==> config.mk <==
export PLATFORM = sky130hd
export DESIGN_NAME = bcd_conv_sched
export DESIGN_NICKNAME = d
export VERILOG_FILES = /design/src/rtl/bcd_sched_pkg.sv /design/src/rtl/rr_arbiter.sv /design/src/rtl/bcd_conv_sched.sv
export SDC_FILE = /design/constraint.sdc
export NUM_CORES = 1
export LEC_CHECK = 0
export BUFFER_PORTS_ARGS = -buffer_cell sky130_fd_sc_hd__buf_2
export CORE_MARGIN = 2
export CORE_UTILIZATION = 35
export DETAILED_ROUTE_END_ITERATION = 7
export GPL_TIMING_DRIVEN = 0
export PLACE_DENSITY_LB_ADDON = 0.25
export SKIP_LAST_GASP = 1
export SYNTH_ARGS = -nofsm -noshare
export SYNTH_HDL_FRONTEND = slang
export SYNTH_SLANG_ARGS = --single-unit
export TNS_END_PERCENT = 10
==> constraint.sdc <==
create_clock -name clk -period 3 [get_ports clk]
set_input_delay 0.15 -clock clk [delete_from_list [all_inputs] [get_ports clk]]
set_output_delay 0.15 -clock clk [all_outputs]
set_load 0.02 [all_outputs]
==> src/rtl/bcd_sched_pkg.sv <==
// bcd_sched_pkg: shared types and constants for the BCD converter scheduler
package bcd_sched_pkg;
  typedef enum logic {IDLE, RUN} state_t;
  typedef logic [3:0] bcd_digit_t;
  typedef struct packed {
    bcd_digit_t millares;
    bcd_digit_t centenas;
    bcd_digit_t decenas;
    bcd_digit_t unidades;
  } bcd4_t;
  localparam logic [15:0] BCD_MAX = 16'd9999;
endpackage

==> src/rtl/rr_arbiter.sv <==
// rr_arbiter: combinational round-robin arbiter, first request at or after ptr wins
module rr_arbiter #(
  parameter int N_REQ = 4
) (
  input  logic [N_REQ-1:0]         req,
  input  logic [$clog2(N_REQ)-1:0] ptr,
  output logic [N_REQ-1:0]         gnt
);
  localparam int PW = $clog2(N_REQ);
  logic [PW-1:0] idx;
  always_comb begin
    gnt = '0;
    idx = '0;
    // scan from the farthest offset down so the nearest requester overwrites
    for (int i = N_REQ - 1; i >= 0; i--) begin
      idx = PW'((int'(ptr) + i) % N_REQ);
      if (req[idx]) gnt = N_REQ'(1) << idx;
    end
  end
endmodule

==> src/rtl/bcd_conv_sched.sv <==
// bcd_conv_sched: round-robin scheduler sharing one binary-to-BCD converter.
// Define BCD_CLAMP_EN to clamp inputs above 9999 and flag them on rsp_clamp.
module bcd_conv_sched
  import bcd_sched_pkg::*;
#(
  parameter int N_REQ          = 4,
  parameter int TIMEOUT_CYCLES = 128
) (
  input  logic                 clk,
  input  logic                 rst,
  input  logic [N_REQ-1:0]     req_valid,
  input  logic [16*N_REQ-1:0]  req_data,
  output logic [N_REQ-1:0]     req_ready,
  output logic [N_REQ-1:0]     rsp_valid,
  output logic [15:0]          rsp_bcd,
  output logic                 rsp_error,
  output logic                 rsp_clamp,
  output logic                 busy,
  output logic                 conv_rst,
  output logic [15:0]          conv_numero,
  input  logic [3:0]           conv_millares,
  input  logic [3:0]           conv_centenas,
  input  logic [3:0]           conv_decenas,
  input  logic [3:0]           conv_unidades,
  input  logic                 conv_ready
);
  localparam int PW = $clog2(N_REQ);
  localparam int CW = $clog2(TIMEOUT_CYCLES + 1);
  state_t            state_q, state_d;
  logic [PW-1:0]     ptr_q, ptr_d, gidx_q, gidx_d, gsel;
  logic [CW-1:0]     cnt_q, cnt_d;
  logic [15:0]       numero_q, numero_d, sel_data;
  bcd4_t             bcd_q, bcd_d;
  logic [N_REQ-1:0]  gnt, vld_q, vld_d;
  logic              err_q, err_d, clamp_q, clamp_d, pend_q, pend_d;
  logic              over_in, accept;
  rr_arbiter #(.N_REQ(N_REQ)) u_arb (.req(req_valid), .ptr(ptr_q), .gnt(gnt));
  always_comb begin
    gsel = '0;
    for (int i = 0; i < N_REQ; i++) if (gnt[i]) gsel = PW'(i);
  end
  assign sel_data = req_data[gsel*16 +: 16];
`ifdef BCD_CLAMP_EN
  assign over_in = sel_data > BCD_MAX;
`else
  assign over_in = 1'b0;
`endif
  assign accept      = (state_q == IDLE) && |gnt;
  assign req_ready   = (state_q == IDLE && rst) ? gnt : '0;
  assign rsp_valid   = vld_q;
  assign rsp_bcd     = bcd_q;
  assign rsp_error   = err_q;
  assign rsp_clamp   = clamp_q;
  assign busy        = state_q == RUN;
  assign conv_rst    = state_q == IDLE;
  assign conv_numero = numero_q;
  always_comb begin
    state_d  = state_q;
    ptr_d    = ptr_q;
    gidx_d   = gidx_q;
    cnt_d    = cnt_q;
    numero_d = numero_q;
    bcd_d    = bcd_q;
    vld_d    = '0;
    err_d    = err_q;
    clamp_d  = clamp_q;
    pend_d   = pend_q;
    if (state_q == IDLE) begin
      if (accept) begin
        numero_d = over_in ? BCD_MAX : sel_data;
        pend_d   = over_in;
        gidx_d   = gsel;
        ptr_d    = (gsel == PW'(N_REQ - 1)) ? '0 : gsel + 1'b1;
        cnt_d    = '0;
        state_d  = RUN;
      end
    end else begin
      cnt_d = cnt_q + 1'b1;
      // a completing conversion wins over a timeout landing on the same edge
      if (conv_ready || cnt_d == CW'(TIMEOUT_CYCLES)) begin
        bcd_d   = conv_ready ? {conv_millares, conv_centenas, conv_decenas, conv_unidades} : '0;
        err_d   = !conv_ready;
        clamp_d = pend_q;
        vld_d   = N_REQ'(1) << gidx_q;
        state_d = IDLE;
      end
    end
  end
  always_ff @(posedge clk or negedge rst) begin
    if (!rst) begin
      state_q  <= IDLE;
      ptr_q    <= '0;
      gidx_q   <= '0;
      cnt_q    <= '0;
      numero_q <= '0;
      bcd_q    <= '0;
      vld_q    <= '0;
      err_q    <= 1'b0;
      clamp_q  <= 1'b0;
      pend_q   <= 1'b0;
    end else begin
      state_q  <= state_d;
      ptr_q    <= ptr_d;
      gidx_q   <= gidx_d;
      cnt_q    <= cnt_d;
      numero_q <= numero_d;
      bcd_q    <= bcd_d;
      vld_q    <= vld_d;
      err_q    <= err_d;
      clamp_q  <= clamp_d;
      pend_q   <= pend_d;
    end
  end
endmodule

==> metrics.log, run 1 <==
[metrics] result of the run: completed
[metrics] number of enable-type register cells in the synthesized netlist: 0
[metrics] routed len/inst: 14.25 µm
[metrics] R2R cell count: 11
[metrics] maximum number of pins on one net before global-route repair: 52
[metrics] initial antenna violation count: 1
[metrics] GR Util All Layers: 17.25%
[metrics] post-synthesis register bit count: 50
[metrics] area growth from synthesis to layout: 34.19%
[metrics] maximum clock path buffer count: 2
[metrics] synthesized-area fraction occupied by ao, oa, aoi and oai cells: 19.87%
[metrics] worst hold slack after final layout: 0.03232 ns
[metrics] via total after detailed routing: 2890
[metrics] proportion of synthesized area in mux cells: 8.602%
[metrics] Clock Latency Late Sink: 0.31 ns
[metrics] routability-driven placement congestion ratio: 0.8071
[metrics] Crit Path Class: reg2reg
[metrics] setup repair after global routing missed its margin: false
[metrics] via count of the first global-routing pass: 2619
[metrics] Hold Violations, Final: 0
[metrics] CTS Hold Bufs: 0
[metrics] horizontal extent of the die: 95.85 µm
[metrics] Max VDD drop: 0.6025 mV
[metrics] root cell of the clock tree: sky130_fd_sc_hd__clkbuf_8
[metrics] FMAX: 344.8 MHz
[metrics] DIE AREA: 9187 µm²
[metrics] relative slew slack: 24.09%
[metrics] post-route total power: 5.110 mW
[metrics] critical path launch point type: flop
[metrics] total DRC errors in the routed layout: 0
[metrics] DR iter-0 viols: 82
[metrics] Maximum Capacitance Violations: 0
[metrics] Die Ht: 95.85 µm
[metrics] total inserted antenna cells: 0
[metrics] kind of end point of the critical path: flop
[metrics] clock sink total: 50
[metrics] CTS tree: done
[metrics] number of buffer cells added on primary ports: 129
[metrics] Reg2Reg Launch Point: ptr_q[0]
[metrics] actual slew at the worst max-slew pin: 1.139 ns
[metrics] layout cells sized above 1: 37.61%
[metrics] Hold Crit Depth: 3
[metrics] worst clock skew: 0.01257 ns
[metrics] XOR/XNOR share of the synthesized area: 0.2966%
[metrics] standby leakage power: 2.091 nW
[metrics] Min-Delay Startpoint: conv_decenas[0]
[metrics] ratio of total power to cell area: 1289 nW/µm²
[metrics] R2R Path End: conv_numero[15]
[metrics] adder-cell share of the synthesized area: 3.814%
[metrics] count of warnings emitted by yosys: 0
[metrics] maximum net fanout on the critical path: 10
[metrics] proportion of synthesized chip area in sequential cells: 42.37%
[metrics] number of nets at the end of the flow: 563
[metrics] area share of and/or/nand/nor cells after synthesis: 19.75%
[metrics] final-layout fill cell count: 835
[metrics] syn_nets: 418
[metrics] wire length of the first global-routing pass: 12500 µm
[metrics] Starting Density: 35.94%
[metrics] main combinational cell family by area after synthesis: compound AO/OA/AOI/OAI gates
[metrics] total congestion overflow after global routing: 0
[metrics] detailed-placement wirelength estimate: 6011 µm
[metrics] final setup violating endpoints: 0
[metrics] dominant synthesized flop cell: sky130_fd_sc_hd__dfrtp_1
[metrics] DRT Wirelength: 8163 µm
[metrics] number of instances in the synthesized netlist: 322
[metrics] syn_area_per_cell: 9.170 µm²
[metrics] Tightest Hold Check Type: in2reg
[metrics] Inserted Clock Buffers: 5
[metrics] Arrival @ worst endpoint: 3.13 ns
[metrics] via density per instance: 5.044
[metrics] number of optimization iterations in the first detailed-route pass: 4
[metrics] number of distinct library cells after synthesis: 41
[metrics] final critical delay including setup and external delays: 2.900 ns
[metrics] end point of the worst hold path: rsp_bcd[4]
[metrics] Ports: 131
[metrics] critical path data required time: 3.23 ns
[metrics] Core Footprint: 8217 µm²
[metrics] number of slew-limit violations in the final report: 0
[metrics] row count: 33
[metrics] number of antenna-violating nets in the routed design: 0
[metrics] post-CTS clock slew at the launch and capture registers of the worst setup and hold paths: 0.11 ns
[metrics] maximum level of the CTS H-tree: 2
[metrics] proportion of register bits with asynchronous set or reset after synthesis: 100.0%
[metrics] Post-Syn Area: 2953 µm²
[metrics] Final Cycle Share: 96.67%
[metrics] worst-case register-to-register setup slack: 0.1 ns
## how the worst max path moves through the flow
| stage | start | endpoint | slack (ns) | depth (start not counted) |
|---|---|---|---|---|
| CTS | ptr_q[0] | ptr_q[0] | 0.03 | 9 |
| global placement | ptr_q[0] | conv_numero[9] | -0.09 | 9 |
| floorplan | ptr_q[0] | conv_numero[15] | 0.32 | 10 |
| global route | ptr_q[0] | conv_numero[15] | 0.009 | 11 |
| detailed placement | ptr_q[0] | conv_numero[10] | -0.14 | 9 |
| finish | ptr_q[0] | conv_numero[15] | 0.1 | 11 |
## critical path, cell delays in order (launching register included)
cell and delay [ns]:
sky130_fd_sc_hd__dfrtp_2 0.42, sky130_fd_sc_hd__buf_6 0.14, sky130_fd_sc_hd__clkinvlp_4 0.12, sky130_fd_sc_hd__ha_4 0.28
sky130_fd_sc_hd__mux4_2 0.38, sky130_fd_sc_hd__a211o_1 0.36, sky130_fd_sc_hd__o22ai_4 0.26, sky130_fd_sc_hd__buf_4 0.18
sky130_fd_sc_hd__clkbuf_4 0.19, sky130_fd_sc_hd__nor2_1 0.06, sky130_fd_sc_hd__a211o_1 0.26, sky130_fd_sc_hd__a31oi_1 0.16
## metrics by stage
stage | area (µm²) | cells | utilization, % | setup WS (ns) | TNS, ns
2_1_floorplan | 2953 | 322 | - | 0.3202 | 0
3_3_place_gp | 3730 | 556 | 45.39 | -0.08534 | -1.064
3_5_place_dp | 3730 | 556 | 45.39 | -0.1393 | -1.913
4_1_cts | 3852 | 566 | 46.89 | 0.02531 | 0
5_1_grt | 3963 | 573 | 48.23 | 0.008593 | 0
6_report | 3963 | 573 | 48.23 | 0.09986 | 0
## where the power goes
group | internal (mW) | switching, mW | total, mW
clock network | 0.172 | 0.249 | 0.421
logic | 1.48 | 2.02 | 3.50
registers | 0.983 | 0.203 | 1.19
total | 2.63 | 2.48 | 5.11
## routing by layer
layer / global-route usage (%) / vias up / part of all wire [%]
li1: - / 1435 / -
met1: 20.67 / 1347 / 42
met2: 30.65 / 97 / 50
met3: 4.933 / 9 / 6.9
met4: 3.810 / 2 / 0.80
met5: 0 / - / 0.098
## state kept, by name (all words and copies together), names as in the netlist
signal and flops:
ptr_q 2, conv_numero 16, cnt_q 8, rsp_error 1, gidx_q 2, rsp_valid 4
rsp_bcd 16, busy 1
## cells in the mapped netlist, drive strengths merged, types with 4 or more instances
master / count / area share, %
nand2: 56 / 7.1
dfrtp: 50 / 42
nor2: 40 / 5.1
o21ai: 22 / 3.7
a211o: 20 / 5.9
a31oi: 19 / 4.0
mux2i: 16 / 5.4
clkbuf: 12 / 1.5
buf: 10 / 2.6
ha: 9 / 3.8
inv: 8 / 1.0
a21oi: 7 / 1.2
and2: 7 / 1.5
nand3: 7 / 1.2
and3: 5 / 1.1
and3b: 5 / 1.5
mux4: 4 / 3.2
o22ai: 4 / 1.5
## logic make-up after synthesis
family,count (synthesis)
AND/OR/NAND/NOR,129
AO/OA/AOI/OAI,82
flip-flops,50
buffers and inverters,30
multiplexers,20
adder cells (fa/ha/maj),9
other,1
XOR/XNOR,1
## final cells by class
class                   count  area [µm²]  share of cell area, %
inverters                   8       33.78                 0.8525
well taps                 105       131.4                  3.315
clock inverters             3       26.28                 0.6631
repair buffers            138       725.7                  18.31
plain buffers              22       136.4                  3.442
flip-flops and latches     50        1254                  31.64
multi-input cells         242        1587                  40.04
clock buffers               5       68.82                  1.737
## placed cells by master, fill, tap and decap left out, types with 3 or more instances in the layout
| cell | n |
|---|---|
| sky130_fd_sc_hd__nand2_1 | 56 |
| sky130_fd_sc_hd__a21oi_1 | 6 |
| sky130_fd_sc_hd__clkbuf_2 | 4 |
| sky130_fd_sc_hd__ha_1 | 8 |
| sky130_fd_sc_hd__nand3_1 | 7 |
| sky130_fd_sc_hd__a211o_1 | 20 |
| sky130_fd_sc_hd__and3_1 | 5 |
| sky130_fd_sc_hd__buf_6 | 4 |
| sky130_fd_sc_hd__buf_2 | 132 |
| sky130_fd_sc_hd__a31oi_1 | 19 |
| sky130_fd_sc_hd__mux4_2 | 3 |
| sky130_fd_sc_hd__nor2_1 | 40 |
| sky130_fd_sc_hd__buf_4 | 10 |
| sky130_fd_sc_hd__inv_1 | 7 |
| sky130_fd_sc_hd__clkbuf_8 | 5 |
| sky130_fd_sc_hd__and3b_1 | 5 |
| sky130_fd_sc_hd__o21ai_0 | 21 |
| sky130_fd_sc_hd__mux2i_1 | 16 |
| sky130_fd_sc_hd__clkbuf_1 | 7 |
| sky130_fd_sc_hd__o22a_1 | 3 |
| sky130_fd_sc_hd__dfrtp_1 | 48 |
| sky130_fd_sc_hd__and2_1 | 6 |
## what timing repair did
action / CTS / global route
setup buffers: 2 / 7
gates resized for setup: 4 / 16
setup endpoints to repair: 23 / 25
pin swaps: 1 / 3
gates cloned: 0 / 0
hold endpoints to repair: 0 / 0
No activity file was read; power rests on OpenSTA's default activity.
==> run 2, diff against run 1 <==
SETUP_SLACK_MARGIN = 0.4   (was unset)
==> run 2 against run 1 <==
  * Final area is 1.8% higher
  * Non-clock buffer count is 2 higher
  * First-iteration DRC count is 28% higher
  * Sequential share of layout area is 0.55 points lower
  * Clock power is 14% higher
  * Via count is 0.31% higher
  * Combinational power is 3% higher
  * Final cell count is 0.35% higher
  * Largest cell class unchanged
  * Global-route usage is 0.17 points lower
  * Maximum frequency is 7.8% higher
  * Register-to-register slack better by 0.21 ns
==> metrics.log, run 2 (synthesis results as in run 1) <==
[metrics] post-CTS clock slew at the launch and capture registers of the worst setup and hold paths: 0.10 ns (was 0.11 ns)
[metrics] CTS Hold Bufs: 0 (unchanged)
[metrics] kind of end point of the critical path: output pin (was flop)
[metrics] DR iter-0 viols: 105 (was 82)
[metrics] critical path launch point type: flop (unchanged)
[metrics] routed len/inst: 14.06 µm (was 14.25 µm)
[metrics] fraction of the core area covered by cells at the end of the flow: 49.08% (was 48.23%)
[metrics] FMAX: 371.6 MHz (was 344.8 MHz)
[metrics] maximum clock path buffer count: 2 (unchanged)
[metrics] via count of the first global-routing pass: 2644 (was 2619)
[metrics] Max VDD drop: 0.5505 mV (was 0.6025 mV)
[metrics] cell type of the slowest stage on the worst timing path: sky130_fd_sc_hd__mux4_2 (was sky130_fd_sc_hd__dfrtp_2)
[metrics] actual slew at the worst max-slew pin: 1.159 ns (was 1.139 ns)
[metrics] via total after detailed routing: 2899 (was 2890)
[metrics] number of slew-limit violations in the final report: 0 (unchanged)
[metrics] # placed instances: 556 (unchanged)
[metrics] Inserted Clock Buffers: 5 (unchanged)
[metrics] row count: 33 (unchanged)
[metrics] standby leakage power: 2.115 nW (was 2.091 nW)
[metrics] maximum net fanout on the critical path: 10 (unchanged)
[metrics] result of the run: completed (unchanged)
[metrics] critical path data required time: 2.85 ns (was 3.23 ns)
[metrics] maximum number of pins on one net before global-route repair: 52 (unchanged)
[metrics] setup repair after global routing missed its margin: true (was false)
[metrics] worst clock skew: 0.008810 ns (was 0.01257 ns)
[metrics] DIE AREA: 9187 µm² (unchanged)
[metrics] number of buffer cells added on primary ports: 129 (unchanged)
[metrics] total inserted antenna cells: 0 (unchanged)
[metrics] clock sink total: 50 (unchanged)
[metrics] DRT Wirelength: 8083 µm (was 8163 µm)
[metrics] via density per instance: 5.042 (was 5.044)
[metrics] number of antenna-violating nets in the routed design: 0 (unchanged)
[metrics] placement-stage cell area: 3737 µm² (was 3730 µm²)
[metrics] list of cells traversed by the critical path: buf_6 -> mux4_2 -> buf_6 -> a221o_1 -> o22ai_4 -> buf_6 -> nor2_1 -> buf_2 (was buf_6 -> clkinvlp_4 -> ha_4 -> mux4_2 -> a211o_1 -> o22ai_4 -> buf_4 -> clkbuf_4 -> nor2_1 -> a211o_1 -> a31oi_1)
[metrics] length of routed met2 wiring: 4002 µm (was 4071 µm)
[metrics] routed length on met3: 522 µm (was 567 µm)
[metrics] Ports: 131 (unchanged)
[metrics] TNS Setup: 0 ns (unchanged)
[metrics] number of optimization iterations in the first detailed-route pass: 5 (was 4)
[metrics] CTS tree: done (unchanged)
[metrics] highest routed metal layer: met4 (was met5)
[metrics] most common cell after layout, fill and taps aside: sky130_fd_sc_hd__buf_2 (unchanged)
[metrics] detailed-placement wirelength estimate: 5835 µm (was 6011 µm)
[metrics] root cell of the clock tree: sky130_fd_sc_hd__clkbuf_8 (unchanged)
[metrics] initial antenna violation count: 0 (was 1)
[metrics] leading cell types in the layout, fill and taps excluded: sky130_fd_sc_hd__buf_2, sky130_fd_sc_hd__nand2_1, sky130_fd_sc_hd__dfrtp_1 (unchanged)
[metrics] relative slew slack: 22.75% (was 24.09%)
[metrics] number of cells in the finished layout apart from fillers: 575 (was 573)
[metrics] cell seen most often among critical-path stages: sky130_fd_sc_hd__buf_6 (was sky130_fd_sc_hd__a211o_1)
[metrics] total DRC errors in the routed layout: 0 (unchanged)
[metrics] Clock Latency Late Sink: 0.30 ns (was 0.31 ns)
[metrics] layout cells sized above 1: 38.30% (was 37.61%)
[metrics] Die Ht: 95.85 µm (unchanged)
[metrics] Tightest Hold Check Type: in2reg (unchanged)
[metrics] Maximum Capacitance Violations: 0 (unchanged)
[metrics] met1 WL: 3477 µm (was 3451 µm)
[metrics] final setup violating endpoints: 0 (unchanged)
[metrics] Core Footprint: 8217 µm² (unchanged)
[metrics] Starting Density: 35.94% (unchanged)
[metrics] worst hold slack after final layout: 0.04558 ns (was 0.03232 ns)
[metrics] wire length of the first global-routing pass: 12390 µm (was 12500 µm)
[metrics] horizontal extent of the die: 95.85 µm (unchanged)
[metrics] Final Cell Area: 4033 µm² (was 3963 µm²)
[metrics] ratio of total power to cell area: 1305 nW/µm² (was 1289 nW/µm²)
[metrics] area taken by multi-input logic gates: 1599 µm² (was 1587 µm²)
[metrics] maximum level of the CTS H-tree: 2 (unchanged)
[metrics] largest incremental delay on the critical path: 0.56 ns (was 0.42 ns)
[metrics] Final Cycle Share: 89.71% (was 96.67%)
[metrics] total congestion overflow after global routing: 0 (unchanged)
[metrics] Hold Violations, Final: 0 (unchanged)
[metrics] storage element area: 1254 µm² (unchanged)
[metrics] area growth from synthesis to layout: 36.57% (was 34.19%)
[metrics] routability-driven placement congestion ratio: 0.7837 (was 0.8071)
[metrics] final critical delay including setup and external delays: 2.691 ns (was 2.900 ns)
[metrics] number of nets at the end of the flow: 565 (was 563)
[metrics] Arrival @ worst endpoint: 2.54 ns (was 3.13 ns)
[metrics] GR Util All Layers: 17.08% (was 17.25%)
[metrics] Crit Path Class: reg2out (was reg2reg)
[metrics] final-layout fill cell count: 775 (was 835)
## run 2: cell count changes in the layout (fill, tap and decap cells not counted), moves of 2 or more
cell	delta
sky130_fd_sc_hd__buf_6	+3
sky130_fd_sc_hd__clkbuf_2	-3
sky130_fd_sc_hd__nor2_1	-2
sky130_fd_sc_hd__nor2_2	+2
## run 2: repair_timing
action / in CTS / in global routing
gates cloned: 0 / 2
pin swaps: 4 / 4
buffers inserted: 8 / 1
endpoints found under the setup margin: 33 / 30
gates resized for setup: 24 / 6
## run 2: critical path: cells and delay by family, from the launching register on
kind,cells,cell delay (ns)
buf+inv,4,0.67
compound gates,2,0.57
flops,1,0.39
simple gates,1,0.05
mux,1,0.56
## run 2: where the power goes
part	total (mW)	internal [mW]	switching [mW]	leakage, nW
Sequential	1.18	0.983	0.192	0.604
Combinational	3.61	1.54	2.06	1.45
Clock	0.481	0.250	0.230	0.0585
Total	5.26	2.78	2.49	2.12
## run 2: per-stage QoR
stage | total power [mW] | setup slack (ns)
after floorplan | 3.527 | 0.3699
after global placement | 4.360 | 0.02538
after detailed placement | 4.406 | -0.007302
after CTS | 5.192 | 0.3346
after global routing | 5.697 | 0.2004
final | 5.264 | 0.3088
## run 2: area by class of cell
type,instances,share of cell area (%)
clock inverters,3,1.086
repair buffers,140,18.55
plain buffers,22,3.785
clock buffers,5,1.706
flip-flops and latches,50,31.09
inverters,8,0.8688
multi-input cells,242,39.65
well taps,105,3.258
## run 2: final timing paths
| kind | from | endpoint | depth (start not counted) | slack, ns |
|---|---|---|---|---|
| setup reg to reg | ptr_q[0] | conv_numero[6] | 9 | 0.31 |
| hold / removal | conv_unidades[0] | rsp_bcd[0] | 3 | 0.05 |
| hold reg to reg | rsp_error | rsp_error | 2 | 0.52 |
| min in group asynchronous | rst | conv_numero[0] | 1 | 0.06 |
| setup / recovery | ptr_q[0] | req_ready[1] | 8 | 0.31 |
| max in group asynchronous | rst | ptr_q[1] | 1 | 2.17 |
## run 2: metal layers
layer  global-route usage [%]  vias to the layer above
met5                        0                        -
met4                    4.643                        0
met3                    3.681                        8
met2                    30.13                      109
met1                    21.06                     1353
li1                         -                     1429
==> run 3, diff against run 2 <==
CTS_CLUSTER_SIZE = 16   (was unset)
PLACE_DENSITY = 0.68   (was unset)
PLACE_DENSITY_LB_ADDON = unset   (was 0.25)
SYNTH_HIERARCHICAL = 1   (was unset)
==> run 3 against run 2 <==
  * Synthesized cell count is 0.31% higher
  * Clock skew hardly changed
  * Total power is 9.2% higher
  * Final area is 12% higher
  * First-iteration DRC count is 4.8% lower
  * Sequential power hardly changed
  * Non-clock buffer count is 11 higher
  * Clock power is 6.2% lower
==> metrics.log, run 3 <==
[metrics] FMAX: 361.1 MHz (was 371.6 MHz)
[metrics] syn_area_per_cell: 9.568 µm² (was 9.170 µm²)
[metrics] CTS tree: done (unchanged)
[metrics] number of slew-limit violations in the final report: 0 (unchanged)
[metrics] number of distinct library cells after synthesis: 45 (was 41)
[metrics] Worst Setup Slack post-DPL: -0.04824 ns (was -0.007302 ns)
[metrics] Tightest Hold Check Type: in2async (was in2reg)
[metrics] routability-driven placement congestion ratio: 0.8240 (was 0.7837)
[metrics] proportion of synthesized chip area in sequential cells: 40.49% (was 42.37%)
[metrics] via total after detailed routing: 2998 (was 2899)
[metrics] syn_nets: 419 (was 418)
[metrics] fraction of the core area covered by cells at the end of the flow: 52.10% (was 49.08%)
[metrics] largest incremental delay on the critical path: 0.57 ns (was 0.56 ns)
[metrics] CP Depth: 13 (was 8)
[metrics] maximum level of the CTS H-tree: 2 (unchanged)
[metrics] CTS Hold Bufs: 0 (unchanged)
[metrics] storage element area: 1254 µm² (unchanged)
[metrics] Starting Density: 35.79% (was 35.94%)
[metrics] routed len/inst: 15.06 µm (was 14.06 µm)
[metrics] number of cells in the finished layout apart from fillers: 590 (was 575)
[metrics] root cell of the clock tree: sky130_fd_sc_hd__clkbuf_8 (unchanged)
[metrics] initial antenna violation count: 0 (unchanged)
[metrics] result of the run: completed (unchanged)
[metrics] proportion of total power due to net switching: 44.00% (was 47.22%)
[metrics] worst clock skew: 0.008663 ns (was 0.008810 ns)
[metrics] top cells by count, synth: sky130_fd_sc_hd__mux2i_1, sky130_fd_sc_hd__dfrtp_1, sky130_fd_sc_hd__nand2_1 (was sky130_fd_sc_hd__nand2_1, sky130_fd_sc_hd__dfrtp_1, sky130_fd_sc_hd__nor2_1)
[metrics] number of enable-type register cells in the synthesized netlist: 0 (unchanged)
[metrics] design internal power: 3.218 mW (was 2.778 mW)
[metrics] power share of the combinational group: 72.0% (was 68.5%)
[metrics] number of nets at the end of the flow: 577 (was 565)
[metrics] clock sink total: 50 (unchanged)
[metrics] Die Ht: 97.97 µm (was 95.85 µm)
[metrics] actual slew at the worst max-slew pin: 1.135 ns (was 1.159 ns)
[metrics] net load switching power: 2.529 mW (was 2.486 mW)
[metrics] worst setup path endpoint: conv_numero[3] (was req_ready[1])
[metrics] horizontal extent of the die: 97.97 µm (was 95.85 µm)
[metrics] Final Cycle Share: 92.32% (was 89.71%)
[metrics] proportion of register bits with asynchronous set or reset after synthesis: 100.0% (unchanged)
[metrics] critical path startpoint: ptr_q[0] (unchanged)
[metrics] Maximum Capacitance Violations: 0 (unchanged)
[metrics] total inserted antenna cells: 0 (unchanged)
[metrics] total congestion overflow after global routing: 0 (unchanged)
[metrics] DRT Wirelength: 8888 µm (was 8083 µm)
[metrics] standby leakage power: 2.306 nW (was 2.115 nW)
[metrics] DR iter-0 viols: 100 (was 105)
[metrics] maximum clock path buffer count: 2 (unchanged)
[metrics] via count of the first global-routing pass: 3049 (was 2644)
[metrics] count of warnings emitted by yosys: 6 (was 0)
[metrics] Inserted Clock Buffers: 5 (unchanged)
[metrics] row count: 34 (was 33)
[metrics] area growth from synthesis to layout: 45.59% (was 36.57%)
[metrics] via density per instance: 5.081 (was 5.042)
[metrics] detailed-placement wirelength estimate: 6195 µm (was 5835 µm)
[metrics] wire length of the first global-routing pass: 14260 µm (was 12390 µm)
[metrics] number of optimization iterations in the first detailed-route pass: 4 (was 5)
[metrics] Crit Path Class: reg2reg (was reg2out)
[metrics] list of cells traversed by the critical path: buf_6 -> buf_12 -> mux4_2 -> buf_6 -> nor2_4 -> a31oi_1 -> buf_4 -> nor4_4 -> or2_4 -> buf_12 -> clkbuf_16 -> nand2_1 -> o21ai_0 (was buf_6 -> mux4_2 -> buf_6 -> a221o_1 -> o22ai_4 -> buf_6 -> nor2_1 -> buf_2)
[metrics] Core Footprint: 8636 µm² (was 8217 µm²)
[metrics] setup repair after global routing missed its margin: true (unchanged)
[metrics] leading cell types in the layout, fill and taps excluded: sky130_fd_sc_hd__buf_2, sky130_fd_sc_hd__mux2i_1, sky130_fd_sc_hd__dfrtp_1 (was sky130_fd_sc_hd__buf_2, sky130_fd_sc_hd__nand2_1, sky130_fd_sc_hd__dfrtp_1)
[metrics] post-synthesis register bit count: 50 (unchanged)
[metrics] Post-Syn Area: 3090 µm² (was 2953 µm²)
[metrics] worst-case register-to-register setup slack: 0.23 ns (was 0.31 ns)
[metrics] kind of end point of the critical path: flop (was output pin)
[metrics] Reg2Reg Launch Point: ptr_q[0] (unchanged)
[metrics] Clock Latency Late Sink: 0.30 ns (about the same)
[metrics] R2R Path End: conv_numero[3] (was conv_numero[6])
[metrics] cell type of the slowest stage on the worst timing path: sky130_fd_sc_hd__mux4_2 (unchanged)
[metrics] critical path data required time: 3.22 ns (was 2.85 ns)
[metrics] number of buffer cells added on primary ports: 129 (unchanged)
[metrics] gate family responsible for the most delay along the worst path: buffers and inverters (unchanged)
[metrics] library cell with the highest instance count after synthesis: sky130_fd_sc_hd__mux2i_1 (was sky130_fd_sc_hd__nand2_1)
[metrics] Arrival @ worst endpoint: 2.99 ns (was 2.54 ns)
[metrics] GR Util All Layers: 17.92% (was 17.08%)
[metrics] post-CTS clock slew at the launch and capture registers of the worst setup and hold paths: 0.09 ns (was 0.10 ns)
[metrics] number of instances in the synthesized netlist: 323 (was 322)
[metrics] maximum net fanout on the critical path: 6 (was 10)
[metrics] total DRC errors in the routed layout: 0 (unchanged)
[metrics] Max VDD drop: 0.6010 mV (was 0.5505 mV)
[metrics] dominant synthesized flop cell: sky130_fd_sc_hd__dfrtp_1 (unchanged)
[metrics] final critical delay including setup and external delays: 2.770 ns (was 2.691 ns)
[metrics] area taken by multi-input logic gates: 1803 µm² (was 1599 µm²)
[metrics] final setup violating endpoints: 0 (unchanged)
[metrics] Bufs and invs on worst path: 6 (was 4)
[metrics] post-synth top area share: 40.49% (was 42.37%)
[metrics] leading area contributor after synthesis: sky130_fd_sc_hd__dfrtp_1 (unchanged)
[metrics] Final WS setup: 0.2304 ns (was 0.3088 ns)
[metrics] R2R cell count: 13 (was 9)
[metrics] layout cells sized above 1: 45.23% (was 38.30%)
[metrics] Synth area leaders: sky130_fd_sc_hd__dfrtp_1, sky130_fd_sc_hd__mux2i_1, sky130_fd_sc_hd__o21ai_0 (was sky130_fd_sc_hd__dfrtp_1, sky130_fd_sc_hd__nand2_1, sky130_fd_sc_hd__a211o_1)
[metrics] sequential power share: 20.1% (was 22.3%)
[metrics] Clk network pwr share: 7.9% (was 9.1%)
[metrics] maximum number of pins on one net before global-route repair: 52 (unchanged)
[metrics] ratio of total power to cell area: 1277 nW/µm² (was 1305 nW/µm²)
[metrics] critical path launch point type: flop (unchanged)
[metrics] final-layout fill cell count: 796 (was 775)
[metrics] worst hold slack after final layout: 0.06714 ns (was 0.04558 ns)
[metrics] Hold Violations, Final: 0 (unchanged)
[metrics] most common cell after layout, fill and taps aside: sky130_fd_sc_hd__buf_2 (unchanged)
[metrics] # placed instances: 560 (was 556)
[metrics] Ports: 131 (unchanged)
[metrics] DIE AREA: 9597 µm² (was 9187 µm²)
[metrics] number of antenna-violating nets in the routed design: 0 (unchanged)
[metrics] relative slew slack: 24.32% (was 22.75%)
-- run 3: logic make-up (layout without fill, tap and decap cells) --
kind of cell	after synthesis	after routing	synth area share (%)
AOI/OAI and AO/OA	88	88	16.40
adders and majority gates	9	9	3.644
other	1	1	0.1213
xor gates and xnor gates	2	2	0.5669
buffers and inverters	29	188	4.980
DFF	50	50	40.49
muxes	57	57	20.08
and+or+nand+nor	87	87	13.73
-- run 3: worst min-delay path by stage --
stage / cells past startpoint / slack (ns) / to
after global routing: 3 / 0.11 / rsp_bcd[3]
after detailed placement: 3 / 0.43 / rsp_bcd[0]
final: 1 / 0.07 / rsp_bcd[5]
after floorplan: 0 / -0.15 / busy
after global placement: 1 / 0.42 / rsp_bcd[5]
after CTS: 3 / 0.11 / rsp_bcd[0]
-- run 3: power groups by stage --
stage	clock (mW)	sequential, mW	combinational (mW)
floorplan	0	1.42	1.90
global placement	0	1.16	2.89
detailed placement	0	1.17	2.98
CTS	0.471	1.15	3.64
global route	0.496	1.19	4.49
finish	0.451	1.16	4.14
-- run 3: stage by stage --
stage                     setup TNS (ns)  power (mW)  instance area, µm²
after floorplan                        0       3.319                3117
after global placement                 0       4.048                3897
after detailed placement         -0.3648       4.148                3897
after CTS                              0       5.261                4295
after global routing                   0       6.175                4499
final                                  0       5.746                4499
-- run 3: routing by layer --
layer,GRT usage (%),vias up,wire (µm),part of all wire [%]
met5,0,-,0,0
met4,5.983,0,149,1.7
met3,3.794,12,522,5.9
met2,31.56,107,4566,51
met1,21.78,1409,3650,41
li1,-,1470,-,-
-- run 3: final cells by class --
| type | count | share of cell area (%) |
|---|---|---|
| repair buffers | 151 | 20.77 |
| inverters | 7 | 0.7508 |
| clock buffers | 8 | 2.447 |
| multi-input cells | 244 | 40.07 |
| well taps | 108 | 3.003 |
| flip-flops and latches | 50 | 27.86 |
| plain buffers | 22 | 5.089 |
-- run 3: worst register-to-register path, delay by kind of cell (launching register included) --
kind / cells / cell delay, ns
buffers and inverters: 6 / 0.88
and+or+nand+nor: 4 / 0.68
muxes: 1 / 0.57
DFF: 1 / 0.41
AOI/OAI and AO/OA: 2 / 0.16
-- run 3: what timing repair did --
item | in CTS | in global routing
pin swaps | 6 | 7
setup endpoints to repair | 33 | 33
buffers inserted | 12 | 5
cloned | 1 | 4
endpoints found under the hold margin | 0 | 0
resized for setup | 42 | 33
